===== config.mk =====
export PLATFORM = sky130hd
export DESIGN_NAME = pc_sequencer_flat
export DESIGN_NICKNAME = d
export VERILOG_FILES = /design/src/rtl/pc_seq_pkg.sv /design/src/rtl/pc_sequencer_if.sv /design/src/rtl/pc_sequencer_return_stack.sv /design/src/rtl/pc_sequencer.sv /design/src/flat_wrapper.sv
export SDC_FILE = /design/constraint.sdc
export NUM_CORES = 1
export LEC_CHECK = 0
export CELL_PAD_IN_SITES_DETAIL_PLACEMENT = 1
export CELL_PAD_IN_SITES_GLOBAL_PLACEMENT = 2
export CORE_MARGIN = 3
export CORE_UTILIZATION = 32
export CTS_CLUSTER_DIAMETER = 60
export DETAILED_ROUTE_END_ITERATION = 16
export PLACE_DENSITY_LB_ADDON = 0.05
export SLEW_MARGIN = 5
export SYNTH_ARGS = -nofsm -noshare
export SYNTH_HDL_FRONTEND = slang
export SYNTH_SLANG_ARGS = --single-unit

===== constraint.sdc =====
create_clock -name i_clk -period 2.8 [get_ports i_clk]
set_input_delay 0.56 -clock i_clk [delete_from_list [all_inputs] [get_ports i_clk]]
set_output_delay 0.56 -clock i_clk [all_outputs]
set_load 0.02 [all_outputs]

===== src/rtl/pc_seq_pkg.sv =====
// Shared decode constants for the PC sequencer: opcode, subop codes and
// instruction field positions.
package pc_seq_pkg;

   localparam logic [1:0] OPC_CTRL = 2'd2;

   localparam logic [3:0] SUB_BR   = 4'd0;
   localparam logic [3:0] SUB_JMP  = 4'd1;
   localparam logic [3:0] SUB_CALL = 4'd2;
   localparam logic [3:0] SUB_RET  = 4'd3;

   localparam int OPC_LSB  = 0;
   localparam int COND_LSB = 2;
   localparam int TGT_LSB  = 4;
   localparam int SUB_LSB  = 12;

   function automatic logic is_ctrl(input logic [1:0] opcode);
      return (opcode == OPC_CTRL);
   endfunction

endpackage


===== src/rtl/pc_sequencer_if.sv =====
// Fetch/ALU-side bundle of the PC sequencer; the sequencer takes the slave side.
interface pc_sequencer_if #(
   parameter int INSTR_W = 16,
   parameter int PC_W    = 8,
   parameter int DEPTH   = 4
);
   localparam int DW = $clog2(DEPTH) + 1;

   logic               step;
   logic [INSTR_W-1:0] instruction;
   logic [15:0]        alu_flags;
   logic               load_en;
   logic [PC_W-1:0]    load_pc;
   logic [PC_W-1:0]    pc;
   logic               pc_valid;
   logic               taken;
   logic [DW-1:0]      stack_depth;
   logic               overflow;
   logic               underflow;

   modport master (
      output step, instruction, alu_flags, load_en, load_pc,
      input  pc, pc_valid, taken, stack_depth, overflow, underflow
   );

   modport slave (
      input  step, instruction, alu_flags, load_en, load_pc,
      output pc, pc_valid, taken, stack_depth, overflow, underflow
   );
endinterface


===== src/rtl/pc_sequencer_return_stack.sv =====
// Hardware return-address LIFO. Push on full and pop on empty are ignored;
// the parent never requests both in the same cycle.
module return_stack #(
   parameter int WIDTH = 8,
   parameter int DEPTH = 4
) (
   input  logic                       i_clk,
   input  logic                       i_reset,
   input  logic                       i_push,
   input  logic                       i_pop,
   input  logic [WIDTH-1:0]           i_data,
   output logic [WIDTH-1:0]           o_top,
   output logic                       o_full,
   output logic                       o_empty,
   output logic [$clog2(DEPTH):0]     o_count
);
   localparam int AW = $clog2(DEPTH);

   logic [WIDTH-1:0] r_mem [DEPTH];
   logic [AW:0]      r_count;
   logic [AW-1:0]    w_wr_idx;
   logic [AW-1:0]    w_top_idx;

   assign w_wr_idx  = r_count[AW-1:0];
   assign w_top_idx = r_count[AW-1:0] - AW'(1);
   assign o_full    = (r_count == (AW+1)'(DEPTH));
   assign o_empty   = (r_count == (AW+1)'(0));
   assign o_count   = r_count;
   assign o_top     = r_mem[w_top_idx];

   // Entry storage; contents are don't-care after reset.
   always_ff @(posedge i_clk) begin
      if (i_push && !o_full && !i_reset) begin
         r_mem[w_wr_idx] <= i_data;
      end
   end

   // Occupancy counter.
   always_ff @(posedge i_clk) begin
      if (i_reset) begin
         r_count <= '0;
      end else if (i_push && !o_full) begin
         r_count <= r_count + (AW+1)'(1);
      end else if (i_pop && !o_empty) begin
         r_count <= r_count - (AW+1)'(1);
      end else begin
         r_count <= r_count;
      end
   end
endmodule


===== src/rtl/pc_sequencer.sv =====
// Program counter owner: computes next PC on each step pulse for sequential,
// branch, jump, call and return instructions, with a hardware return stack.
module pc_sequencer
   import pc_seq_pkg::*;
#(
   parameter int              INSTR_W  = 16,
   parameter int              PC_W     = 8,
   parameter int              DEPTH    = 4,
   parameter logic [PC_W-1:0] RESET_PC = '0
) (
   input logic           i_clk,
   input logic           i_reset,
   pc_sequencer_if.slave bus
);
   localparam int DW = $clog2(DEPTH) + 1;

   logic [INSTR_W-1:0] w_instr;
   logic [1:0]         w_opcode;
   logic [1:0]         w_cond;
   logic [3:0]         w_subop;
   logic [PC_W-1:0]    w_target;
   logic [PC_W-1:0]    w_seq;
   logic [PC_W-1:0]    w_next_pc;
   logic               w_taken;
   logic               w_push;
   logic               w_pop;
   logic               w_set_ovf;
   logic               w_set_unf;
   logic               w_accept;
   logic [PC_W-1:0]    w_top;
   logic               w_full;
   logic               w_empty;
   logic [DW-1:0]      w_count;
   logic               w_unused_flags;

   logic [PC_W-1:0]    r_pc;
   logic               r_pc_valid;
   logic               r_taken;
   logic               r_overflow;
   logic               r_underflow;

   assign w_instr        = bus.instruction;
   assign w_opcode       = w_instr[OPC_LSB +: 2];
   assign w_cond         = w_instr[COND_LSB +: 2];
   assign w_subop        = w_instr[SUB_LSB +: 4];
   assign w_target       = w_instr[TGT_LSB +: PC_W];
   assign w_seq          = r_pc + PC_W'(1);
   assign w_unused_flags = ^bus.alu_flags[15:2];

   // A step only counts when no load is competing for the PC.
   assign w_accept = bus.step & ~bus.load_en;

   // Next-PC decode for the instruction being retired.
   always_comb begin
      w_next_pc = w_seq;
      w_taken   = 1'b0;
      w_push    = 1'b0;
      w_pop     = 1'b0;
      w_set_ovf = 1'b0;
      w_set_unf = 1'b0;
      if (is_ctrl(w_opcode)) begin
         case (w_subop)
            SUB_BR: begin
               if (w_cond == bus.alu_flags[1:0]) begin
                  w_next_pc = w_target;
                  w_taken   = 1'b1;
               end else begin
                  w_next_pc = w_seq;
                  w_taken   = 1'b0;
               end
            end
            SUB_JMP: begin
               w_next_pc = w_target;
               w_taken   = 1'b1;
            end
            SUB_CALL: begin
               w_next_pc = w_target;
               w_taken   = 1'b1;
               if (!w_full) begin
                  w_push = 1'b1;
               end else begin
                  w_set_ovf = 1'b1;
               end
            end
            SUB_RET: begin
               if (!w_empty) begin
                  w_next_pc = w_top;
                  w_taken   = 1'b1;
                  w_pop     = 1'b1;
               end else begin
                  w_next_pc = w_seq;
                  w_set_unf = 1'b1;
               end
            end
            default: begin
               w_next_pc = w_seq;
            end
         endcase
      end else begin
         w_next_pc = w_seq;
      end
   end

   return_stack #(
      .WIDTH (PC_W),
      .DEPTH (DEPTH)
   ) u_stack (
      .i_clk   (i_clk),
      .i_reset (i_reset),
      .i_push  (w_push & w_accept),
      .i_pop   (w_pop & w_accept),
      .i_data  (w_seq),
      .o_top   (w_top),
      .o_full  (w_full),
      .o_empty (w_empty),
      .o_count (w_count)
   );

   // PC register, update strobe and sticky stack-error flags.
   always_ff @(posedge i_clk) begin
      if (i_reset) begin
         r_pc        <= RESET_PC;
         r_pc_valid  <= 1'b0;
         r_taken     <= 1'b0;
         r_overflow  <= 1'b0;
         r_underflow <= 1'b0;
      end else if (bus.load_en) begin
         r_pc       <= bus.load_pc;
         r_pc_valid <= 1'b1;
         r_taken    <= 1'b0;
      end else if (bus.step) begin
         r_pc        <= w_next_pc;
         r_pc_valid  <= 1'b1;
         r_taken     <= w_taken;
         r_overflow  <= r_overflow | w_set_ovf;
         r_underflow <= r_underflow | w_set_unf;
      end else begin
         r_pc_valid <= 1'b0;
         r_taken    <= 1'b0;
      end
   end

   assign bus.pc          = r_pc;
   assign bus.pc_valid    = r_pc_valid;
   assign bus.taken       = r_taken;
   assign bus.stack_depth = w_count;
   assign bus.overflow    = r_overflow;
   assign bus.underflow   = r_underflow;
endmodule


===== src/flat_wrapper.sv =====
// flat-port wrapper written by rule: the top's interface ports become plain ports
module pc_sequencer_flat import pc_seq_pkg::*;
#(
   parameter int              INSTR_W  = 16,
   parameter int              PC_W     = 8,
   parameter int              DEPTH    = 4,
   parameter logic [PC_W-1:0] RESET_PC = '0
)
  (i_clk, i_reset, bus_step, bus_instruction, bus_alu_flags, bus_load_en, bus_load_pc, bus_pc, bus_pc_valid, bus_taken, bus_stack_depth, bus_overflow, bus_underflow);
  pc_sequencer_if #(.INSTR_W(INSTR_W), .PC_W(PC_W), .DEPTH(DEPTH)) bus_i ();
  input logic i_clk;
  input logic i_reset;
  input wire logic [$bits(bus_i.step)-1:0] bus_step;
  input wire logic [$bits(bus_i.instruction)-1:0] bus_instruction;
  input wire logic [$bits(bus_i.alu_flags)-1:0] bus_alu_flags;
  input wire logic [$bits(bus_i.load_en)-1:0] bus_load_en;
  input wire logic [$bits(bus_i.load_pc)-1:0] bus_load_pc;
  output wire logic [$bits(bus_i.pc)-1:0] bus_pc;
  output wire logic [$bits(bus_i.pc_valid)-1:0] bus_pc_valid;
  output wire logic [$bits(bus_i.taken)-1:0] bus_taken;
  output wire logic [$bits(bus_i.stack_depth)-1:0] bus_stack_depth;
  output wire logic [$bits(bus_i.overflow)-1:0] bus_overflow;
  output wire logic [$bits(bus_i.underflow)-1:0] bus_underflow;
  assign bus_i.step = bus_step;
  assign bus_i.instruction = bus_instruction;
  assign bus_i.alu_flags = bus_alu_flags;
  assign bus_i.load_en = bus_load_en;
  assign bus_i.load_pc = bus_load_pc;
  assign bus_pc = bus_i.pc;
  assign bus_pc_valid = bus_i.pc_valid;
  assign bus_taken = bus_i.taken;
  assign bus_stack_depth = bus_i.stack_depth;
  assign bus_overflow = bus_i.overflow;
  assign bus_underflow = bus_i.underflow;
  pc_sequencer #(.INSTR_W(INSTR_W), .PC_W(PC_W), .DEPTH(DEPTH), .RESET_PC(RESET_PC)) u_core (.i_clk(i_clk), .i_reset(i_reset), .bus(bus_i));
endmodule

# --- Word level (Yosys, flattened, before mapping) ---
# Memories as Yosys holds them, arrays and structs flattened.
# Index checks and enable logic that the tools add are counted.
word_totals:
  register_bits: 15
  ram_bits: 32
  inputBits: 44
  output_inout_bits: 15
  elab_cells: 64
  n_memories: 1
op_classes:
  addsub: 4
  eq_ne: 6
  n_mux: 26
  bitwise_logic: 8
  reduce_logical: 13
mem_list:
  columns: ["memory", "depth", "word_bits", "rd", "rd_ports_with_merged_regs", "wr", "line_no", "rtl"]
  rows:
  - ["u_core.u_stack.r_mem", 4, 8, 1, 0, 1, "pc_sequencer_return_stack.sv:19", "logic [WIDTH-1:0] r_mem [DEPTH];"]
op_table:
  columns: ["op", "count"]
  rows:
  - ["$mux W8", 5]
  - ["$pmux W8 S3", 1]
  - ["$mux W1", 17]
  - ["$add A8 B1 Y8 const B", 1]
  - ["$eq A4 B2 Y1 const B", 2]
  - ["$mux W3", 2]
  - ["$eq A4 B1 Y1 const B", 1]
  - ["$logic_not A4 Y1", 1]
  - ["$reduce_bool A2 Y1", 2]
  - ["$reduce_or A4 Y1", 1]
  - ["$add A3 B1 Y3 const B", 1]
  - ["$and A1 B1 Y1", 3]
  - ["$eq A3 B3 Y1 const B", 1]
  - ["$logic_and A1 B1 Y1", 3]
  - ["$logic_not A1 Y1", 3]
  - ["$logic_not A3 Y1", 1]
  - ["$not A1 Y1", 3]
  - ["$pmux W1 S3", 1]
  - ["$sub A3 B1 Y3 const B", 1]
  - ["$eq A2 B2 Y1", 1]
  - ["$eq A2 B2 Y1 const B", 1]
  - ["$or A1 B1 Y1", 2]
  - ["$reduce_and A2 Y1", 1]
  - ["$reduce_or A2 Y1", 1]
  - ["$sub A2 B1 Y2 const B", 1]

# --- Depth between registers and ports, before layout ---
depth:
  ltp_word: 9
  mapped_depth: 9
  depth_no_buf: 8

# --- Cells and area by module ---
# Synthesis repeated with hierarchy kept, for this count alone.
unflattened:
  cells_unflattened: 183
  area_unflattened_um2: 2337.2
modules_own_cells:
  columns: ["mod", "instances", "cells_each", "area_per_inst_um2", "seq_area_each_um2"]
  rows:
  - ["return_stack", 1, 79, 1476.4, 1021.0]
  - ["pc_sequencer", 1, 104, 860.8, 240.2]

# --- Worst setup path after synthesis ---
# Ideal clock, no wire load.
synth_timing:
  path_kind: "flip-flop to flip-flop"
  from: "reg u_core.u_stack.r_count[0] (netlist: u_core.u_stack.o_count[0])"
  to: "reg u_core.r_pc[3] (netlist: u_core.bus.pc[3])"
  setup_time_ns: 0.128
  arrival_ns: 2.174
  t_required_ns: 2.672
  setup_slack_ns: 0.498
  stages_incl_launch_ff: 10
  path_buffers: 2
  period_less_slack_ns: 2.302
  path_cell_list: "dfxtp_1 buf_4 inv_1 ha_1 clkbuf_1 mux4_2 inv_1 o32ai_1 a221oi_1 o31ai_1"
synth_between:
  elab_chain_len: 7
  word_cells_on_any_way: 8
  cone_classes: "add/sub (1); mux (5); reduce/logical (1); memory (1)"
synth_rtl:
  columns: ["element", "line_no", "rtl"]
  rows:
  - ["from (decl)", "pc_sequencer_return_stack.sv:20", "logic [AW:0] r_count;"]
  - ["from (signal assigned)", "pc_sequencer_return_stack.sv:43", "r_count <= r_count + (AW+1)'(1);"]
  - ["from (signal assigned)", "pc_sequencer_return_stack.sv:45", "r_count <= r_count - (AW+1)'(1);"]
  - ["from (signal assigned)", "pc_sequencer_return_stack.sv:47", "r_count <= r_count;"]
  - ["$sub A2 B1 Y2", "pc_sequencer_return_stack.sv:25", "assign w_top_idx = r_count[AW-1:0] - AW'(1);"]
  - ["via u_core.u_stack.w_top_idx[0]", "pc_sequencer_return_stack.sv:22", "logic [AW-1:0] w_top_idx;"]
  - ["$mem_v2 Z4 W8", null, null]
  - ["$mux W8", "pc_sequencer.sv:86", "if (!w_empty) begin"]
  - ["$pmux W8 S3", "pc_sequencer.sv:62", "case (w_subop)"]
  - ["$mux W8", "pc_sequencer.sv:61", "if (is_ctrl(w_opcode)) begin"]
  - ["$mux W8", "pc_sequencer.sv:131", "end else if (bus.step) begin"]
  - ["$mux W8", "pc_sequencer.sv:127", "end else if (bus.load_en) begin"]
  - ["to (signal assigned)", "pc_sequencer.sv:128", "r_pc <= bus.load_pc;"]
  - ["to (signal assigned)", "pc_sequencer.sv:132", "r_pc <= w_next_pc;"]
  - ["to (decl)", "pc_sequencer.sv:36", "logic [PC_W-1:0] r_pc;"]
# The timed path passes the listed nets, and every way through them passes these cells. The select of a mux whose other input is x is not followed.
# A chain may end at the register's enable or synchronous reset.

# --- Worst setup path after layout ---
layout_timing:
  from: "in bus_instruction[1]"
  to: "mem u_core.u_stack.r_mem[3][3], enable pin"
layout_between:
  elab_chain_len: 7
layout_rtl:
  columns: ["element", "line_no", "rtl"]
  rows:
  - ["from (decl)", "flat_wrapper.sv:14", "input wire logic [$bits(bus_i.instruction)-1:0] bus_instruction;"]
  - ["$eq A2 B2 Y1", "pc_seq_pkg.sv:18", "return (opcode == OPC_CTRL);"]
  - ["$mux W1", "pc_sequencer.sv:61", null]
  - ["$and A1 B1 Y1", "pc_sequencer.sv:110", ".i_push (w_push & w_accept),"]
  - ["$logic_and A1 B1 Y1 (2 in a row)", "pc_sequencer_return_stack.sv:33", "if (i_push && !o_full && !i_reset) begin"]
  - ["$mux W1", "pc_sequencer_return_stack.sv:33", null]
  - ["$mux W1 (not written as such)", "pc_sequencer_return_stack.sv:34", "r_mem[w_wr_idx] <= i_data;"]
  - ["to (decl)", "pc_sequencer_return_stack.sv:19", null]
# No other way between the ends.

==> metrics <==
Required @ worst endpoint 2.75 ns; FF-to-FF Start u_core.u_stack.o_count[1]; Seq cells post-synth 47; CTS tree yes; worst min-delay path category reg -> reg; initial antenna violation count 0; Final period util 0.8277; Critical Path Source bus_instruction[1]; critical path cell sequence clkdlybuf4s50_1 > and4bb_2 > nand4_1 > nor2_1 > and2_1; Seq/Total Area, Yosys 0.5419; H-tree level count 2; Clock transition at path regs 0.10 ns; Syn Area/Cell 12.65 um2; cts hold-fix bufs 0; starting density of the core 0.3370; Num CTS Buffers 5; setup tns final 0 ns; Clock Path Buffers 2; Worst-Skew Late Latency 0.31 ns; Synth cell types 45; clk root buf clkbuf_8; syn nets 234; status finished clean; Post-synth EDFFs 32; Critical-path top delay cell clkdlybuf4s50_1; CTS Sinks 47; Iteration-0 DRC Markers 61; DR WL/cell 17.71 um; grt total ovfl 0; Hold Fails Final Rpt 0; core area 6907 um2; Vias/cell 4.988; 1st-pass router iterations 4; Critical Path AT 2.27 ns; Warnings, synthesis 0; WL final 5.828 mm; die height 91.28 um; Placed Area 2887 um2; vias in the first global route 1682; CP Capture Point u_core.u_stack.r_mem[3][3]; largest net degree at the start of global routing 20; Worst IR Drop VDD 0.2639 mV; max-cap violations 0; Slew Viols, Final 0; relative max-transition margin 0.6074; # port buffers 44; measured slew at the worst slew-check pin 0.5844 ns; routed vias 1641; layout cells sized above 1 0.1330; Rows 30; post-CTS resize count 0; crit path kind in -> reg; Fillers 760; total die area 8332 um2; r2r setup slk 0.62 ns; # diodes 0; Placer Congestion 0.7824; nets 282; post-DP HPWL 4.449 mm; Worst Skew 0.01220 ns; r2r endpoint u_core.bus.pc[3]; pre-CTS WS 0.1142 ns; P&R area growth vs syn 28.23%; setup ws final 0.4824 ns; RSZ-0062 raised after global routing no; Worst Setup End Kind flip-flop; Ports 59; drt drc 0; Setup-failing EPs final 0; Final Cell Area 2984 um2; gate count after technology mapping 184; crit path time final 2.318 ns; ys flop type edfxtp_1; GRT Total Usage 0.1439; most common cell after layout, fill and taps aside clkdlybuf4s50_1; Pwr Density 467.6 nW/um2; Reg2Reg Depth 7; Synth async-reset ratio 0; slowest stage delay, CP 0.50 ns; Max FO, Critical Path 8; most frequent cells in the layout clkdlybuf4s50_1 (44), edfxtp_1 (32), dfxtp_1 (15); Die Width 91.28 um; Post-CTS Setup Bufs 0; crit path launch type input port; Netlist Area Pre-Place 2327 um2; LEAKAGE 0.9924 nW; post-route ant nets 0; Final Total Pwr 1.395 mW; f_max 431.5 MHz; global-route wire length before repair 9.280 mm
worst min-delay path by stage:
stage                                    start              endpoint  cells past startpoint
after detailed placement   u_core.bus.overflow   u_core.bus.overflow                      2
after floorplan           u_core.bus.underflow  u_core.bus.underflow                      2
final                      u_core.bus.overflow   u_core.bus.overflow                      2
after global placement     u_core.bus.overflow   u_core.bus.overflow                      2
after global routing       u_core.bus.overflow   u_core.bus.overflow                      2
after CTS                  u_core.bus.overflow   u_core.bus.overflow                      2
logic make-up after synthesis:
kind of cell / share of synthesized area
AND/OR/NAND/NOR: 0.1414
flip-flops: 0.5419
AO/OA/AOI/OAI: 0.1258
buffers and inverters: 0.03279
multiplexers: 0.08602
XOR/XNOR: 0.03656
adder cells (fa/ha/maj): 0.03548
metrics by stage:
step                      utilization  instances  hold slack [ns]
after floorplan                     -        184           0.5701
after global placement         0.4179        321           0.4549
after detailed placement       0.4179        321           0.4666
after CTS                      0.4321        329           0.4903
after global routing           0.4321        329           0.5105
final                          0.4321        329           0.4838
registers in the layout (all words and copies together) (netlist names):
signal,count
u_core.bus.taken,1
u_core.u_stack.r_mem,32
u_core.bus.pc_valid,1
u_core.u_stack.o_count,3
u_core.bus.overflow,1
u_core.bus.pc,8
u_core.bus.underflow,1
where the power goes:
part           internal [mW]  leakage [nW]  switching, mW  total (mW)
sequential             0.754         0.413         0.0125       0.767
combinational         0.0899         0.528         0.0864       0.176
clock                  0.189        0.0511          0.264       0.453
final cells by class:
type                    instances  area (um2)  share of cell area
flip-flops and latches         47        1261              0.4226
multi-input cells             118       989.7              0.3317
repair buffers                 48       470.5              0.1577
well taps                      96       120.1             0.04025
clock buffers                   5       68.82             0.02306
inverters                      12       45.04             0.01509
clock inverters                 3       28.78            0.009644
cell usage after synthesis, types with 2 or more instances:
cell      instances  share of area
a211oi_1          2         0.0064
a21oi_1           3         0.0064
a221oi_1          7          0.026
and2_1            5          0.013
clkbuf_1          4         0.0064
dfxtp_1          15           0.13
edfxtp_1         32           0.41
ha_1              5          0.027
inv_1            12          0.019
mux2i_1           2         0.0086
mux4_2            8          0.077
nand2_1          12          0.019
nand2b_1          5          0.013
nand3_1           3         0.0064
nand3b_1          2         0.0064
nand4_1           3         0.0081
nor2_1           12          0.019
nor2b_1           4          0.011
nor3_1            2         0.0043
o21ai_0           3         0.0064
o22ai_1           6          0.016
o31a_1            2         0.0075
o31ai_1           6          0.019
or2_2             2         0.0054
xnor2_1           6          0.023
xnor2_2           2          0.014
worst max-delay path, delay by kind of cell:
| family | cells | cell delay, ns |
|---|---|---|
| and+or+nand+nor | 4 | 1.21 |
| buffers and inverters | 1 | 0.50 |
metal layers:
metal  global-route usage  part of all wire  up-vias
met1               0.2034              0.47      810
li1                     -                 -      796
met5                    0                 0        -
met2               0.2213              0.47       31
met4              0.04146            0.0074        0
met3              0.03231             0.052        4
No activity file was read; power rests on OpenSTA's default activity.
==> edit: new RTL, same settings <==
Make the reset (`i_reset`) asynchronous in 2 clocked blocks.
--- a/src/rtl/pc_sequencer_return_stack.sv
+++ b/src/rtl/pc_sequencer_return_stack.sv
@@ -38,3 +38,3 @@
    // Occupancy counter.
-   always_ff @(posedge i_clk) begin
+   always_ff @(posedge i_clk or posedge i_reset) begin
       if (i_reset) begin
--- a/src/rtl/pc_sequencer.sv
+++ b/src/rtl/pc_sequencer.sv
@@ -119,3 +119,3 @@
    // PC register, update strobe and sticky stack-error flags.
-   always_ff @(posedge i_clk) begin
+   always_ff @(posedge i_clk or posedge i_reset) begin
       if (i_reset) begin
Formal check against the unedited RTL: differs if i_reset is asserted again (counterexample within 4 cycles, from zero or initial values and one cycle with i_reset high); with i_reset held inactive, the same outputs for 10 cycles.
==> edit against the original RTL <==
Sequential cell count is the same. Fmax is 9.2% higher. Setup slack better by 200 ps. Critical endpoint is now u_core.u_stack.o_count[1]. Synthesized cell count fell by 13%. Non-clock buffer count up 5. Critical path type unchanged. Register-to-register slack better by 90 ps. Wire length grew 3.2%. Highest routed layer unchanged. Largest cell class unchanged. Sequential share of layout area is 2.1 points higher. Area after synthesis decreased by 1.5%. Cell area up 1.0%.
Power is not compared: it rests on default switching activity, and its combinational part moved more than twofold at a synthesized area within 25%.
==> edit: results (changes against the original RTL) <==
outcome:
  status: "completed"
yosys:
  synth_compound_area_frac: 0.110  # -0.0156
  ys_async_sr_fraction: 0.319  # +0.319
  yosysUniqueCellTypes: 43  # -4.4%
  synthTopCellsByCount: "edfxtp_1 (32), dfrtp_1 (15), inv_1 (9)"
  muxShareOfSynthArea: 0.0938  # +0.00781
  seq_area_frac_synth: 0.583  # +0.0407
  syn_nets: 211  # -9.8%
routing:
  wl_mm: 6.01  # +3.2%
  routed-via-count: 1591  # -3.0%
final_layout:
  fillCellCount: 734  # -3.4%
  drive_gt1_frac: 0.123  # -0.00976
  nNetsFinal: 268  # -5.0%
  final_cells: 315  # -4.3%
grt:
  met1_usage: 0.195  # -0.00800
  grt_max_degree: 17  # -15%
  grt_pass1_wl_mm: 9.65  # +3.9%
  grt_util_met3: 0.0267  # -0.00564
  grt_pass1_vias: 1775  # +5.5%
min_path:
  hp-start: "u_core.bus.overflow"
  hold_depth: 1  # -1
  hold-path-endpoint: "u_core.bus.overflow"
place:
  dp_slack_ps: 333  # +219 ps
  dpl.cell_count: 307  # -4.4%
  gp_routability_congestion: 0.755  # -3.5%
  dp_hpwl_mm: 4.64  # +4.2%
critical_path:
  reg2reg_setup_slack_ps: 710  # +90 ps
  crit_fanout: 4  # -4
  r2r_cells: 6  # -1
  r2r_end: "u_core.bus.pc[0]"
  crit_end: "u_core.u_stack.o_count[1]"
timing:
  tightest_slew_ps: 654  # +69.4 ps
  hold_ws_ps: 488  # +4.59 ps
power:
  finalPower_mw: 1.78
## edit: area by class of cell
cell class              instances  area, um2  area share
flip-flops and latches         47       1340       0.443
multi-input cells             100        895       0.297
repair buffers                 53        508       0.168
well taps                      96        120      0.0398
clock buffers                   5       68.8      0.0228
clock inverters                 3       46.3      0.0154
inverters                      11       41.3      0.0137
## edit: per-layer routing
layer | up-vias | share of wire | wire (um)
li1 | 743 | - | -
met1 | 805 | 0.43 | 2610
met2 | 38 | 0.52 | 3140
met3 | 5 | 0.035 | 209
met4 | 0 | 0.0085 | 51
met5 | - | 0 | 0
## edit: cell families after synthesis
| kind of cell | count (synthesis) |
|---|---|
| adder cells (fa/ha/maj) | 6 |
| buffers and inverters | 14 |
| flip-flops | 47 |
| multiplexers | 11 |
| AO/OA/AOI/OAI | 34 |
| AND/OR/NAND/NOR | 39 |
| XOR/XNOR | 10 |
